`config.mk`:
```
export PLATFORM = sky130hd
export DESIGN_NAME = clk_div_prog
export DESIGN_NICKNAME = d
export VERILOG_FILES = /design/src/rtl/clk_div_pkg.sv /design/src/rtl/clk_div_cfg.sv /design/src/rtl/clk_div_prog.sv
export SDC_FILE = /design/constraint.sdc
export NUM_CORES = 1
export LEC_CHECK = 0
export CORE_MARGIN = 8
export CORE_UTILIZATION = 52
export CTS_BUF_LIST = sky130_fd_sc_hd__clkbuf_2
export CTS_CLUSTER_SIZE = 16
export DETAILED_ROUTE_END_ITERATION = 16
export GPL_ROUTABILITY_DRIVEN = 0
export GPL_TIMING_DRIVEN = 0
export PLACE_DENSITY = 0.75
export SLEW_MARGIN = 20
export SYNTH_ARGS = -nofsm -noshare
export SYNTH_HDL_FRONTEND = slang
export SYNTH_SLANG_ARGS = --single-unit
```
`constraint.sdc`:
```
create_clock -name clk -period 5.05 [get_ports clk]
set_input_delay 1.01 -clock clk [delete_from_list [all_inputs] [get_ports clk]]
set_output_delay 1.01 -clock clk [all_outputs]
set_load 0.02 [all_outputs]
```
`src/rtl/clk_div_pkg.sv`:
```
// Shared helpers for the programmable clock divider.
//    div_clamp       - force a divisor up to the minimum legal value
//    div_decode_pow2 - turn exponent k into 2^k, with k limited to width-1
//    div_high_len    - high-phase length ceil(n/2) for a divisor n
package clk_div_pkg;

   localparam int unsigned DIV_MIN = 2;

   function automatic int unsigned div_clamp(input int unsigned v);
      return (v < DIV_MIN) ? DIV_MIN : v;
   endfunction

   function automatic int unsigned div_decode_pow2(input int unsigned k,
                                                   input int unsigned w);
      int unsigned k_lim;
      k_lim = (k > w - 1) ? w - 1 : k;
      return 32'd1 << k_lim;
   endfunction

   function automatic int unsigned div_high_len(input int unsigned n);
      return n - (n >> 1);
   endfunction

endpackage

```
`src/rtl/clk_div_cfg.sv`:
```
// Divisor configuration for clk_div_prog.
// Decodes and clamps a loaded divisor into a pending register, then swaps
// it into the active divisor only on a period-wrap edge so no phase is
// shortened or stretched.
//    clk, rst_n - clock, async active-low reset
//    div_load   - strobe: capture div_in/pow2 as pending divisor
//    div_in     - divisor value, or exponent when pow2=1
//    pow2       - interpret div_in as exponent
//    wrap       - counter wraps on this edge (enabled, cnt == N-1)
//    div_cur    - active divisor
//    div_pend   - a pending divisor awaits the next wrap
module clk_div_cfg
   import clk_div_pkg::*;
#(
   parameter int DIV_W   = 8,
   parameter int DEF_DIV = 2
) (
   input  logic             clk,
   input  logic             rst_n,
   input  logic             div_load,
   input  logic [DIV_W-1:0] div_in,
   input  logic             pow2,
   input  logic             wrap,
   output logic [DIV_W-1:0] div_cur,
   output logic             div_pend
);

   localparam logic [DIV_W-1:0] DIV_RST = DIV_W'(div_clamp(unsigned'(DEF_DIV)));

   logic [31:0]      dec_val;
   logic [DIV_W-1:0] load_val;
   logic [DIV_W-1:0] pend_val;

   always_comb begin
      dec_val  = pow2 ? div_decode_pow2(32'(div_in), unsigned'(DIV_W)) : 32'(div_in);
      load_val = DIV_W'(div_clamp(dec_val));
   end

   // The swap uses the pending state from before this edge; a load on the
   // same edge re-arms pending and is applied at the following wrap.
   always_ff @(posedge clk or negedge rst_n) begin
      if (!rst_n) begin
         div_cur  <= DIV_RST;
         pend_val <= DIV_RST;
         div_pend <= 1'b0;
      end else begin
         if (wrap && div_pend) begin
            div_cur  <= pend_val;
            div_pend <= 1'b0;
         end
         if (div_load) begin
            pend_val <= load_val;
            div_pend <= 1'b1;
         end
      end
   end

endmodule

```
`src/rtl/clk_div_prog.sv`:
```
// Programmable clock divider: registered divided level plus one-cycle
// rise/fall enable pulses, all synchronous to clk.
//    clk, rst_n - system clock, async active-low reset
//    en         - count enable; low freezes counter/level, clears pulses
//    div_load   - strobe: load new divisor (applied at next period wrap)
//    div_in     - divisor value, or exponent when pow2=1
//    pow2       - divisor = 2^div_in (exponent limited to DIV_W-1)
//    clk_out    - divided level, high for ceil(N/2) cycles
//    tick_rise  - one-cycle pulse when clk_out rises
//    tick_fall  - one-cycle pulse when clk_out falls
//    div_cur    - active divisor
//    div_pend   - new divisor waiting for period boundary
module clk_div_prog
   import clk_div_pkg::*;
#(
   parameter int DIV_W   = 8,
   parameter int DEF_DIV = 2
) (
   input  logic             clk,
   input  logic             rst_n,
   input  logic             en,
   input  logic             div_load,
   input  logic [DIV_W-1:0] div_in,
   input  logic             pow2,
   output logic             clk_out,
   output logic             tick_rise,
   output logic             tick_fall,
   output logic [DIV_W-1:0] div_cur,
   output logic             div_pend
);

   localparam logic [DIV_W-1:0] DIV_RST = DIV_W'(div_clamp(unsigned'(DEF_DIV)));

   logic [DIV_W-1:0] cnt;
   logic [DIV_W-1:0] cnt_nxt;
   logic [DIV_W-1:0] high_len;
   logic             wrap;

   clk_div_cfg #(
      .DIV_W   (DIV_W),
      .DEF_DIV (DEF_DIV)
   ) u_cfg (
      .clk      (clk),
      .rst_n    (rst_n),
      .div_load (div_load),
      .div_in   (div_in),
      .pow2     (pow2),
      .wrap     (wrap),
      .div_cur  (div_cur),
      .div_pend (div_pend)
   );

   // On a wrap the next count is 0, which is always in the high phase, so
   // using the pre-swap divisor for high_len is safe on that edge.
   always_comb begin
      high_len = DIV_W'(div_high_len(32'(div_cur)));
      wrap     = en && (cnt == div_cur - DIV_W'(1));
      cnt_nxt  = wrap ? '0 : cnt + DIV_W'(1);
   end

   always_ff @(posedge clk or negedge rst_n) begin
      if (!rst_n) begin
         cnt       <= DIV_RST - DIV_W'(1);
         clk_out   <= 1'b0;
         tick_rise <= 1'b0;
         tick_fall <= 1'b0;
      end else if (en) begin
         cnt       <= cnt_nxt;
         clk_out   <= (cnt_nxt < high_len);
         tick_rise <= (cnt_nxt == '0);
         tick_fall <= (cnt_nxt == high_len);
      end else begin
         tick_rise <= 1'b0;
         tick_fall <= 1'b0;
      end
   end

endmodule

```
---- Word level (Yosys, flattened, before mapping) ----
Cells that the tools add are included.
operators by class
  reductions and logical operators ........ 4
  div/mod/pow operators ................... 0
  shift-type cells ........................ 1
  equality and inequality tests ........... 2
  bitwise operators ....................... 0
  add/subtract/negate cells ............... 3
  $mul .................................... 0
  mux-type cells .......................... 8
  magnitude comparators ................... 3
operator list
  cell                   number
  $lt 32x2->1 const B    1
  $mux 32                1
  $shl 1x32->32 const A  1
  $mux 8                 3
  $eq 8x8->1             2
  $add 8x1->8 const B    1
  $gt 8x3->1 const B     1
  $logic_not 8->1        1
  $lt 8x8->1             1
  $sub 8x1->8 const B    1
  $sub 8x7->8            1
  $mux 1                 4
  $logic_and 1x1->1      2
  $reduce_bool 2->1      1
word-level totals
  logic and storage cells ................. 28
  input bits .............................. 13
  output and inout bits ................... 12
  memories kept ........................... 0
  bits in writable memories ............... 0
  bits in latches ......................... 0
  ROM bits ................................ 0
  register bits ........................... 28

---- Logic depth before layout (Yosys ltp) ----
  word-level depth ........................ 6
  mapped depth ............................ 15
  depth with buffers taken out ............ 15

---- By module ----
Synthesis repeated with hierarchy kept, for this count alone.
second synthesis, totals
  cell total of the unflattened synthesis .. 255
  area total of the unflattened synthesis .. 2282.2 um2
modules (own cells, without submodules)
  module        sequential area each (um2)  times used  cells each  area an instance (um2)
  clk_div_prog  276.5                       1           170         1433.9
  clk_div_cfg   427.9                       1           85          848.3

---- Least setup slack after synthesis ----
No wires, ideal clock.
  path kind ............................... reg-to-reg
  start point ............................. register u_cfg.div_cur[1]
  end point ............................... register clk_out
  slack ................................... 1.957 ns
  period minus slack after synthesis ...... 3.093 ns
  buffers on the path ..................... 1
  data arrival time ....................... 3.011 ns
  data required time ...................... 4.968 ns
  setup time .............................. 0.082 ns
  cell stages (with the launch flop) ...... 16
  cells stage by stage .................... dfstp_2 inv_1 ha_1 nand2b_1 and3_1 nor4_1 nand3_1 nor2_2 buf_2 nor2_1 ha_1 o21a_1 o21a_1 o211ai_1 a21oi_1 o22ai_1
on the way
  cells in the longest elaborated chain, start to end .. 5
  elaborated cells between the ends (all ways) .. 6
  classes of those cells .................. add/sub: 2; order compare: 1; eq/ne: 1; mux: 1; reduce/logical: 1
RTL lines
  item                      RTL line            text
  start: declaration        clk_div_cfg.sv:24   output logic [DIV_W-1:0] div_cur,
  start signal: assignment  clk_div_cfg.sv:48   div_cur <= pend_val;
  $sub 8x1->8               clk_div_prog.sv:57  wrap = en && (cnt == div_cur - DIV_W'(1));
  $eq 8x8->1                clk_div_prog.sv:57
  $logic_and 1x1->1         clk_div_prog.sv:57
  $mux 8                    clk_div_prog.sv:58  cnt_nxt = wrap ? '0 : cnt + DIV_W'(1);
  via cnt_nxt[2]            clk_div_prog.sv:35  logic [DIV_W-1:0] cnt_nxt;
  $lt 8x8->1                clk_div_prog.sv:69  clk_out <= (cnt_nxt < high_len);
  end signal: assignment    clk_div_prog.sv:69
  end: declaration          clk_div_prog.sv:25  output logic clk_out,
The timed path passes the listed nets, and every way through them passes these cells.
A chain may end at the register's enable or synchronous reset.

---- Worst setup path in the final report ----
Ends and elaborated chain as after synthesis.

==> results.tsv <==
stage	metric	value	unit
logic_synthesis	top-count cell post-synth	ha_1	
clock_tree	H-tree Lvls	1	
floorplanning	chip width	80.7	um
clock_tree	Reg clk slew, reported paths	0.27	ns
run	number of max-cap violations	0	
pwr	LEAKAGE	1.10	nW
timing	Worst Tran Pin Value	0.612	ns
setup_path	startpoint class of the critical path	flip-flop	
logic_synthesis	Synth top area share	0.288	
final_layout	Area Growth Syn to Fin	15.3	%
timing	FMAX	278	MHz
drt	DR iter-0 viols	70	
pwr	Pwr Total	1.58	mW
grt	most used routing layer	met2	
final_layout	fin nets	311	
final_layout	Antenna Cells	0	
floorplanning	Die ar.	0.00651	mm2
logic_synthesis	number of synthesized flops with an enable pin	0	
clock_tree	Hold-fix buffers, CTS	0	
timing	hold violation total from the final report	0	
logic_synthesis	Unique masters post-synth	45	
setup_path	Setup crit end kind	flip-flop	
logic_synthesis	sequential fraction of the synthesis area	0.324	
drt	Vias/cell	5.41	
floorplanning	row count	23	
grt	initial antenna violation count	0	
drt	first-pass iteration count of the detailed router	4	
floorplanning	chip height	80.7	um
drt	DRC	0	
grt	met2 GRT Util	0.221	
logic_synthesis	FF+latch count, synth	28	
clock_tree	CTS resizes	0	
pwr	worst vdd ir	0.408	mV
timing	RSZ-0062 raised after global routing	no	
drt	via count	1732	
timing	clk_skew	0.00504	ns
grt	routing usage on met1	0.206	
logic_synthesis	syn avg cell area	8.95	um2
setup_path	WP data arrival	3.90	ns
timing	Tmin final	3.59	ns
grt	vias in the first global route	1658	
placement	PortBufs	23	
setup_path	crit path max-delay cell type	dfstp_2	
placement	worst slack, placed	1.17	ns
logic_synthesis	largest cells by area after synthesis	dfrtp_1, ha_1, xnor2_1	
setup_path	WP data required	5.36	ns
grt	gr usage total	0.143	
clock_tree	Post-CTS Setup Repair Bufs	0	
grt	largest net degree at the start of global routing	29	
logic_synthesis	Post-synth top cells	ha_1, dfrtp_1, nor2_1	
logic_synthesis	Post-Syn Nets	283	
clock_tree	CTS tree	done	
clock_tree	Clock Latency Late Sink	0.36	ns
setup_path	crit-path max cell delay	0.67	ns
drt	WL per Instance	14.0	um
final_layout	layout cells sized above 1	0.100	
clock_tree	clock sinks	28	
logic_synthesis	Mapped Area	0.00218	mm2
clock_tree	total CTS buffers	3	
outcome	status	finished, final reports clean	
logic_synthesis	Mapped Cells	243	
clock_tree	clock buffer depth	2	
timing	Slew HR	0.592	
logic_synthesis	Synth Flop Type	dfrtp_1	
setup_path	CP top delay family	simple AND/OR/NAND/NOR gates	
floorplanning	Initial Util	0.540	
final_layout	final core occ	0.623	
pwr	power per cell area	629	mW/mm2
grt	first-pass GRT wire length	7580	um
timing	Setup WS post-layout	1.46	ns
timing	final period utilization	0.712	
placement	DP Wirelength	3560	um
logic_synthesis	cell taking the most area after synthesis	dfrtp_1	
drt	WL final	4490	um
grt	met3 usage	0.0179	
clock_tree	clk root buf	clkbuf_2	
logic_synthesis	Yosys Warn Count	0	
floorplanning	Core Region	0.00403	mm2
timing	count of final setup violators	0	
grt	GRT overflow	0	
timing	setup_tns	0	ns
setup_path	CP Class	flip-flop to flip-flop	
setup_path	crit path cell chain	inv_1 > ha_1 > nand2b_1 > and3_1 > nor4_1 > nand3_1 > nor2_2 > buf_2 > nor2_1 > ha_1 > o21a_1 > o21a_1 > o211ai_1 > a21oi_1 > o22ai_1	
logic_synthesis	Async SR Flop Fraction	1.00	
floorplanning	I/O pins	25	
hold_path	Tightest Hold Check Type	flip-flop to flip-flop	
drt	Final ANT Viol Nets	0	
setup_path	worst-path fanout max	10	
setup_path	Worst Path Buf+Inv	2	
timing	Slew Limit Fails	0	
## sequential cells by signal, indices dropped and copies added, names as in the netlist
signal,flops
u_cfg.pend_val,8
tick_rise,1
u_cfg.div_pend,1
clk_out,1
u_cfg.div_cur,8
tick_fall,1
cnt,8
## path summary, 6_finish.rpt
kind,start,to,slack [ns],depth (start not counted)
worst max-delay path,u_cfg.div_cur[1],clk_out,1.46,15
worst min-delay path,u_cfg.pend_val[1],u_cfg.pend_val[1],0.51,2
worst max register to register,u_cfg.div_cur[1],clk_out,1.46,15
worst min register to register,u_cfg.pend_val[1],u_cfg.pend_val[1],0.51,2
max in group asynchronous,rst_n,cnt[0],4.05,1
min in group asynchronous,rst_n,clk_out,0.60,1
## area by class of cell
class,count,area [um2]
Sequential cell,28,704
Clock buffer,3,15.0
Buffer,9,46.3
Clock inverter,1,30.0
Timing Repair Buffer,23,225
Tap cell,50,62.6
Fill cell,374,1520
Inverter,22,82.6
Multi-Input combinational cell,184,1340
## tightest hold or removal path: stages, from the launching register on
cell	delay [ns]
dfstp_2	0.44
nor2_1	0.07
a21oi_1	0.05
## layout by cell type (no fill, tap or decap), types with 3 or more instances in the layout
cell type and instances:
ha_1 26, dfrtp_1 25, nor2_1 24, inv_1 22, clkdlybuf4s50_1 22, xnor2_1 18, a21oi_1 16, nand2_1 11
nand2b_1 8, nand3_1 8, o21ai_0 7, nor3_1 7, mux2_2 7, clkbuf_1 6, xor2_1 6, o22ai_1 5
nor2b_1 4, and3_2 3, nand4_1 3, clkbuf_2 3, dfstp_2 3
## power breakdown
group          total, mW  switching, mW  internal [mW]
Clock              0.136         0.0675         0.0681
Sequential         0.352         0.0658          0.286
Combinational       1.09          0.571          0.519
## layer usage
| metal | up-vias | share of wire |
|---|---|---|
| met4 | 0 | 0.0060 |
| met1 | 817 | 0.51 |
| met2 | 23 | 0.45 |
| met5 | - | 0 |
| met3 | 2 | 0.032 |
| li1 | 890 | - |
## logic make-up after synthesis
family,Yosys count,synth area share
flops,28,0.324
buf+inv,31,0.0592
simple gates,79,0.187
xor+xnor,24,0.0966
mux,8,0.0408
fa+ha+maj,27,0.159
compound gates,46,0.134
## metrics by stage
stage | hold slack (ns) | instance area, um2 | cells
6_report | 0.512 | 2510 | 320
4_1_cts | 0.514 | 2510 | 320
3_3_place_gp | 0.479 | 2470 | 316
3_5_place_dp | 0.482 | 2460 | 316
2_1_floorplan | 0.465 | 2180 | 243
5_1_grt | 0.536 | 2510 | 320
Power figures use the tool's default switching activity.
